## config.mk

```make
export PLATFORM = sky130hd
export DESIGN_NAME = exec_muldiv_iter
export DESIGN_NICKNAME = d
export VERILOG_FILES = /design/src/rtl/exec_muldiv_iter.sv
export SDC_FILE = /design/constraint.sdc
export NUM_CORES = 1
export LEC_CHECK = 0
export CAP_MARGIN = 20
export CORE_MARGIN = 2
export CORE_UTILIZATION = 55
export CTS_CLUSTER_SIZE = 10
export DETAILED_ROUTE_END_ITERATION = 16
export PLACE_DENSITY = 0.79
export SLEW_MARGIN = 20
export SYNTH_ARGS = -nofsm -noshare
export SYNTH_HDL_FRONTEND = slang
export SYNTH_SLANG_ARGS = --single-unit
```

## constraint.sdc

```tcl
create_clock -name clock -period 4.6 [get_ports clock]
set_input_delay 0.92 -clock clock [delete_from_list [all_inputs] [get_ports clock]]
set_output_delay 0.92 -clock clock [all_outputs]
set_load 0.02 [all_outputs]
```

## src/rtl/exec_muldiv_iter.sv

```systemverilog
// exec_muldiv_iter: iterative multiply/divide unit with valid/ready handshakes and flush
module exec_muldiv_iter #(
    parameter int IALU_WORD_WIDTH = 16,
    parameter int REG_IDX_WIDTH = 4,
    parameter int BITS_PER_CYCLE = 1
) (
    input  logic                       clock,
    input  logic                       reset,
    input  logic                       in_valid,
    output logic                       in_ready,
    input  logic [2:0]                 in_op,
    input  logic [IALU_WORD_WIDTH-1:0] in_src1,
    input  logic [IALU_WORD_WIDTH-1:0] in_src2,
    input  logic [REG_IDX_WIDTH-1:0]   in_res_reg_idx,
    input  logic                       in_flush,
    output logic                       out_valid,
    input  logic                       out_ready,
    output logic [IALU_WORD_WIDTH-1:0] out_res,
    output logic [REG_IDX_WIDTH-1:0]   out_res_reg_idx,
    output logic                       out_div_by_zero,
    output logic                       out_busy
);
    localparam int W = IALU_WORD_WIDTH;
    localparam int N = W / BITS_PER_CYCLE;
    localparam int CW = $clog2(N + 1);
    localparam logic [1:0] IDLE = 2'd0, CALC = 2'd1, DONE = 2'd2;

    logic [1:0]         state_q, state_d;
    logic [CW-1:0]      cnt_q, cnt_d;
    logic [2*W-1:0]     acc_q, acc_d, acc_step, prod_s;
    logic [W-1:0]       opnd_q, opnd_d, res_q, res_d, quo_s, rem_s, calc_res;
    logic [2:0]         op_q, op_d;
    logic               neg_q, neg_d, dbz_q, dbz_d;
    logic [REG_IDX_WIDTH-1:0] idx_q, idx_d;
    logic [W:0]         sum;
    logic               accept, in_is_div, in_signed, s1, s2, in_dbz, in_exc, in_neg;
    logic [W-1:0]       mag1, mag2, exc_res;

    assign in_ready        = !in_flush && (state_q == IDLE || (state_q == DONE && out_ready));
    assign accept          = in_valid && in_ready;
    assign out_valid       = state_q == DONE;
    assign out_busy        = state_q != IDLE;
    assign out_res         = res_q;
    assign out_res_reg_idx = idx_q;
    assign out_div_by_zero = dbz_q;

    // Decode the offered op: operand magnitudes, result sign, and ops that skip iteration
    always_comb begin
        in_is_div = in_op >= 3'd3 && in_op <= 3'd6;
        in_signed = in_op == 3'd1 || in_op == 3'd3 || in_op == 3'd5;
        s1        = in_signed && in_src1[W-1];
        s2        = in_signed && in_src2[W-1];
        mag1      = s1 ? -in_src1 : in_src1;
        mag2      = s2 ? -in_src2 : in_src2;
        in_neg    = in_op == 3'd5 ? s1 : s1 ^ s2;
        in_dbz    = in_is_div && in_src2 == '0;
        in_exc    = in_dbz || in_op == 3'd7;
        exc_res   = in_op == 3'd7 ? '0 : in_op < 3'd5 ? '1 : in_src1;
    end

    // One iteration: BITS_PER_CYCLE shift-add or restoring-subtract steps on the 2W accumulator
    always_comb begin
        acc_step = acc_q;
        sum = '0;
        for (int i = 0; i < BITS_PER_CYCLE; i++) begin
            if (op_q >= 3'd3) begin
                sum = acc_step[2*W-1:W-1] - {1'b0, opnd_q};
                acc_step = sum[W] ? {acc_step[2*W-2:0], 1'b0} : {sum[W-1:0], acc_step[W-2:0], 1'b1};
            end else begin
                sum = {1'b0, acc_step[2*W-1:W]} + (acc_step[0] ? {1'b0, opnd_q} : {(W+1){1'b0}});
                acc_step = {sum, acc_step[W-1:1]};
            end
        end
        prod_s   = neg_q ? -acc_step : acc_step;
        quo_s    = neg_q ? -acc_step[W-1:0] : acc_step[W-1:0];
        rem_s    = neg_q ? -acc_step[2*W-1:W] : acc_step[2*W-1:W];
        calc_res = op_q == 3'd0 ? acc_step[W-1:0] : op_q < 3'd3 ? prod_s[2*W-1:W] : op_q < 3'd5 ? quo_s : rem_s;
    end

    // Next-state: flush beats accept, accept beats drain, otherwise iterate
    always_comb begin
        state_d = state_q;
        cnt_d   = cnt_q;
        acc_d   = acc_q;
        opnd_d  = opnd_q;
        op_d    = op_q;
        neg_d   = neg_q;
        res_d   = res_q;
        idx_d   = idx_q;
        dbz_d   = dbz_q;
        if (in_flush) begin
            state_d = IDLE;
            cnt_d   = '0;
            res_d   = '0;
            idx_d   = '0;
            dbz_d   = 1'b0;
        end else if (accept) begin
            state_d = in_exc ? DONE : CALC;
            cnt_d   = '0;
            acc_d   = {{W{1'b0}}, in_is_div ? mag1 : mag2};
            opnd_d  = in_is_div ? mag2 : mag1;
            op_d    = in_op;
            neg_d   = in_neg;
            idx_d   = in_res_reg_idx;
            dbz_d   = in_dbz;
            res_d   = in_exc ? exc_res : res_q;
        end else if (state_q == DONE && out_ready) begin
            state_d = IDLE;
        end else if (state_q == CALC) begin
            acc_d = acc_step;
            cnt_d = cnt_q + CW'(1);
            state_d = cnt_q == CW'(N - 1) ? DONE : CALC;
            res_d = cnt_q == CW'(N - 1) ? calc_res : res_q;
        end
    end

    // State registers with asynchronous reset
    always_ff @(posedge clock or posedge reset) begin
        if (reset) begin
            state_q <= IDLE;
            cnt_q   <= '0;
            acc_q   <= '0;
            opnd_q  <= '0;
            op_q    <= '0;
            neg_q   <= 1'b0;
            res_q   <= '0;
            idx_q   <= '0;
            dbz_q   <= 1'b0;
        end else begin
            state_q <= state_d;
            cnt_q   <= cnt_d;
            acc_q   <= acc_d;
            opnd_q  <= opnd_d;
            op_q    <= op_d;
            neg_q   <= neg_d;
            res_q   <= res_d;
            idx_q   <= idx_d;
            dbz_q   <= dbz_d;
        end
    end
endmodule

```

==> run_results.csv <==
group,metric,value,unit
final_layout,fillers,1366,
worst_hold_path,hold_class,"reg -> reg",
final_layout,drive_above_1_share,9.22,%
cts,clockBufferDepth,2,
cts,h-tree-depth,3,
power,swShare,47.8,%
cts,cts_hold_buf,0,
floorplanning,die_w,128,um
setup_path,r2r_slack,0.26,ns
yosys,synth_top_family_by_area,"compound AO/OA/AOI/OAI gates",
placed_design,port_buffers,67,
yosys,ys_warn_count,0,
yosys,ys.flop_type,"dfrtp_1",
floorplanning,die_area,16300,sq um
floorplanning,die_h,128,um
floorplanning,core-area,15100,sq um
setup_path,slowest_delay,0.42,ns
sta,hold_violations,0,
setup_path,r2r-end,"out_res[12]",
power,leakage,4.22,nW
yosys,synth_edf_count,0,
power,p_total,4.77,mW
global_routing,grt_overflow,0,
yosys,synth-adder-area-share,5.97,%
yosys,synth.distinct_cells,75,
worst_hold_path,hold_depth,2,
power,power_frac_comb,60.6,%
global_routing,grt_max_degree,58,
drt,first_iter_violations,1157,
cts,clockRootBuffer,"clkbuf_16",
final_layout,fin_cells,1415,
flow_run,maxCapViolCount,0,
final_layout,fin_area,9920,sq um
setup_path,r2r_start,"acc_q[15]",
sta,setup_viol,0,
final_layout,final_core_utilization,65.7,%
yosys,synthXorXnorAreaFrac,7.28,%
drt,vias,9512,
global_routing,grt_pass1_wl,48400,um
setup_path,crit_chain,"inv_1 -> ha_1 -> inv_1 -> fa_1 -> a211o_1 -> nand3_1 -> a21oi_1 -> nor3_2 -> buf_12 -> o31ai_1 -> inv_1 -> ha_1 -> nand4_1 -> nor2_2 -> a31oi_2 -> or2_2 -> o41ai_2 -> xor2_1 -> o21ai_0 -> o21ai_0",
cts,clk_pin_slew,0.07,ns
worst_hold_path,hold_path_end,"out_res[0]",
sta,skew,0.0120,ns
placed_design,post-dp-hpwl,23600,um
global_routing,grt_pass1_vias,8803,
drt,drt-pass1-iter-count,6,
outcome,status,"finished clean",
yosys,yosys_register_bits,80,
sta,finalCritPeriodShare,94.3,%
sta,max_slew_margin,18.2,%
final_layout,areaGrowthSynthToFinish,17.7,%
power,p_int,2.49,mW
power,p_seq_share,22.0,%
setup_path,worst_path_max_delay_cell,"fa_1",
sta,hold_slack,0.492,ns
final_layout,mostFrequentLayoutCells,"152 x nand2_1, 112 x a21oi_1, 97 x o21ai_0, 81 x nor2_1, 80 x dfrtp_1",
yosys,synth_area,8430,sq um
cts,cts_buffers,9,
setup_path,worst_r2r_path_depth,20,
sta,period_minus_slack,4.34,ns
setup_path,critical_path_class,"reg -> reg",
drt,drc,0,
drt,routedWlPerCell,21.9,um
yosys,syn_nets,1240,
power,clkPwrFrac,17.4,%
yosys,synthArstFlopShare,100,%
floorplanning,rows,45,
sta,tightest_slew,1.22,ns
cts,cts_sinks,80,
placed_design,place_area,9510,sq um
setup_path,critPathRequiredTime,4.87,ns
drt,wl,31000,um
setup_path,critPathArrivalTime,4.61,ns
worst_hold_path,hold_path.startpoint,"out_res[0]",
setup_path,end_kind,"register",
floorplanning,initial_core_util,55.8,%
yosys,synthSimpleGateAreaFrac,24.9,%
yosys,syn_area_per_cell,7.28,sq um
cts,cts_tree,"yes",
global_routing,grt.total_usage,38.2,%
yosys,synth_compound_area_share,29.8,%
drt,ant_nets,0,
setup_path,cp_max_fo,14,
final_layout,multi_input_area,6060,sq um
setup_path,start_kind,"register",
power,ir_worst_vdd,0.000233,V
final_layout,seq_area,2000,sq um
yosys,synth_cells,1157,
yosys,ys_seq_area_share,23.8,%
cts,clkLatencyLatePin,0.36,ns
placed_design,place_inst,1393,
global_routing,antenna_found_initial,2,
power,powerDensity,481,nW/um^2
floorplanning,ios,68,
placed_design,gp_congestion,0.979,
sta,max_clock_freq,0.231,GHz
sta,drv_slew,0,
power,switchingPower,2.28,mW
final_layout,final_nets,1304,
final_layout,layout_commonest_cell,"nand2_1",
setup_path,cpMostUsedCell,"inv_1",
yosys,muxShareOfSynthArea,3.10,%
drt,via_per_inst,6.72,
-- state kept, by name, indices dropped and copies added (netlist names) --
name,flops
acc_q,32
opnd_q,16
out_res,16
cnt_q,5
out_res_reg_idx,4
op_q,3
state_q,2
neg_q,1
out_div_by_zero,1
-- worst max-delay path: cells and delay by family, from the launching register on --
family                     cells  cell delay, ns
AOI/OAI and AO/OA              7            1.30
buffers and inverters          4            0.46
xor gates and xnor gates       1            0.17
DFF                            1            0.40
adders and majority gates      3            0.82
and+or+nand+nor                5            1.10
-- layout make-up --
class | count | share of cell area, %
Sequential cell | 80 | 20.2
Timing Repair Buffer | 128 | 11.5
Clock buffer | 11 | 2.55
Multi-Input combinational cell | 964 | 61.1
Clock inverter | 4 | 0.770
Tap cell | 188 | 2.37
Antenna cell | 2 | 0.0505
Inverter | 38 | 1.45
-- per-layer routing --
metal  routed length, um  vias up  global-route usage (%)
met5                   0        -                       0
met4                1520        0                    19.5
met1               12900     4469                    51.7
li1                    -     4381                       -
met2               13400      563                    56.1
met3                3240       99                    10.3
-- logic make-up (layout without fill, tap and decap cells) --
kind of cell / Yosys count / after routing
other cells: 0 / 2
flops: 80 / 80
mux: 26 / 26
xor+xnor: 70 / 70
fa+ha+maj: 39 / 39
buf+inv: 113 / 181
simple gates: 439 / 439
compound gates: 390 / 390
-- stage by stage --
step / worst slack (ns) / setup TNS, ns
6_report: 0.262 / 0
5_1_grt: -0.0216 / -0.0216
4_1_cts: 0.0947 / 0
3_5_place_dp: 0.105 / 0
3_3_place_gp: 0.243 / 0
2_1_floorplan: 0.253 / 0
-- power by group through the flow --
stage	Sequential [mW]	Combinational (mW)	Clock, mW
after floorplan	1.01	1.79	0
after global placement	1.05	2.72	0
after detailed placement	1.05	2.74	0
after CTS	1.04	2.75	0.828
after global routing	1.06	3.10	0.856
final	1.05	2.89	0.828
-- cells in the mapped netlist (5+ instances only) --
cell type,number,area [sq um]
nor2_1,82,308
o21ai_0,97,485
a31oi_1,9,56.3
or3_1,13,81.3
o31a_1,5,43.8
and3_1,13,81.3
a221o_1,5,50.1
o311ai_0,6,52.6
a21oi_1,114,571
a211oi_1,18,135
nor3_1,33,165
o211ai_1,17,128
buf_1,7,26.3
inv_1,37,139
or4_1,6,45.0
o221ai_1,14,123
and4_1,6,52.6
nand2b_1,10,62.6
a21o_1,17,128
clkbuf_1,64,240
ha_1,37,463
o41ai_1,6,52.6
and2_1,21,131
a31o_2,7,61.3
o31ai_1,22,165
dfrtp_1,80,2000
nand2_1,153,574
or2_2,7,43.8
xnor2_1,42,368
nor2b_1,10,62.6
nand3_1,60,300
nand4_1,7,43.8
o21a_1,5,37.5
mux2i_1,25,250
xor2_1,28,245
-- how the worst max path moves through the flow --
stage                   start           to
floorplan           acc_q[15]  out_res[12]
global placement    acc_q[15]  out_res[15]
detailed placement  acc_q[15]  out_res[15]
CTS                 acc_q[15]  out_res[15]
global route        acc_q[15]  out_res[12]
finish              acc_q[15]  out_res[12]
-- repair_timing --
action | in CTS | in global routing
endpoints found under the hold margin | 0 | 0
gates resized for setup | 0 | 8
endpoints found under the setup margin | 0 | 13
setup buffers | 0 | 5
Note: power is estimated with default switching activity, not from simulation.
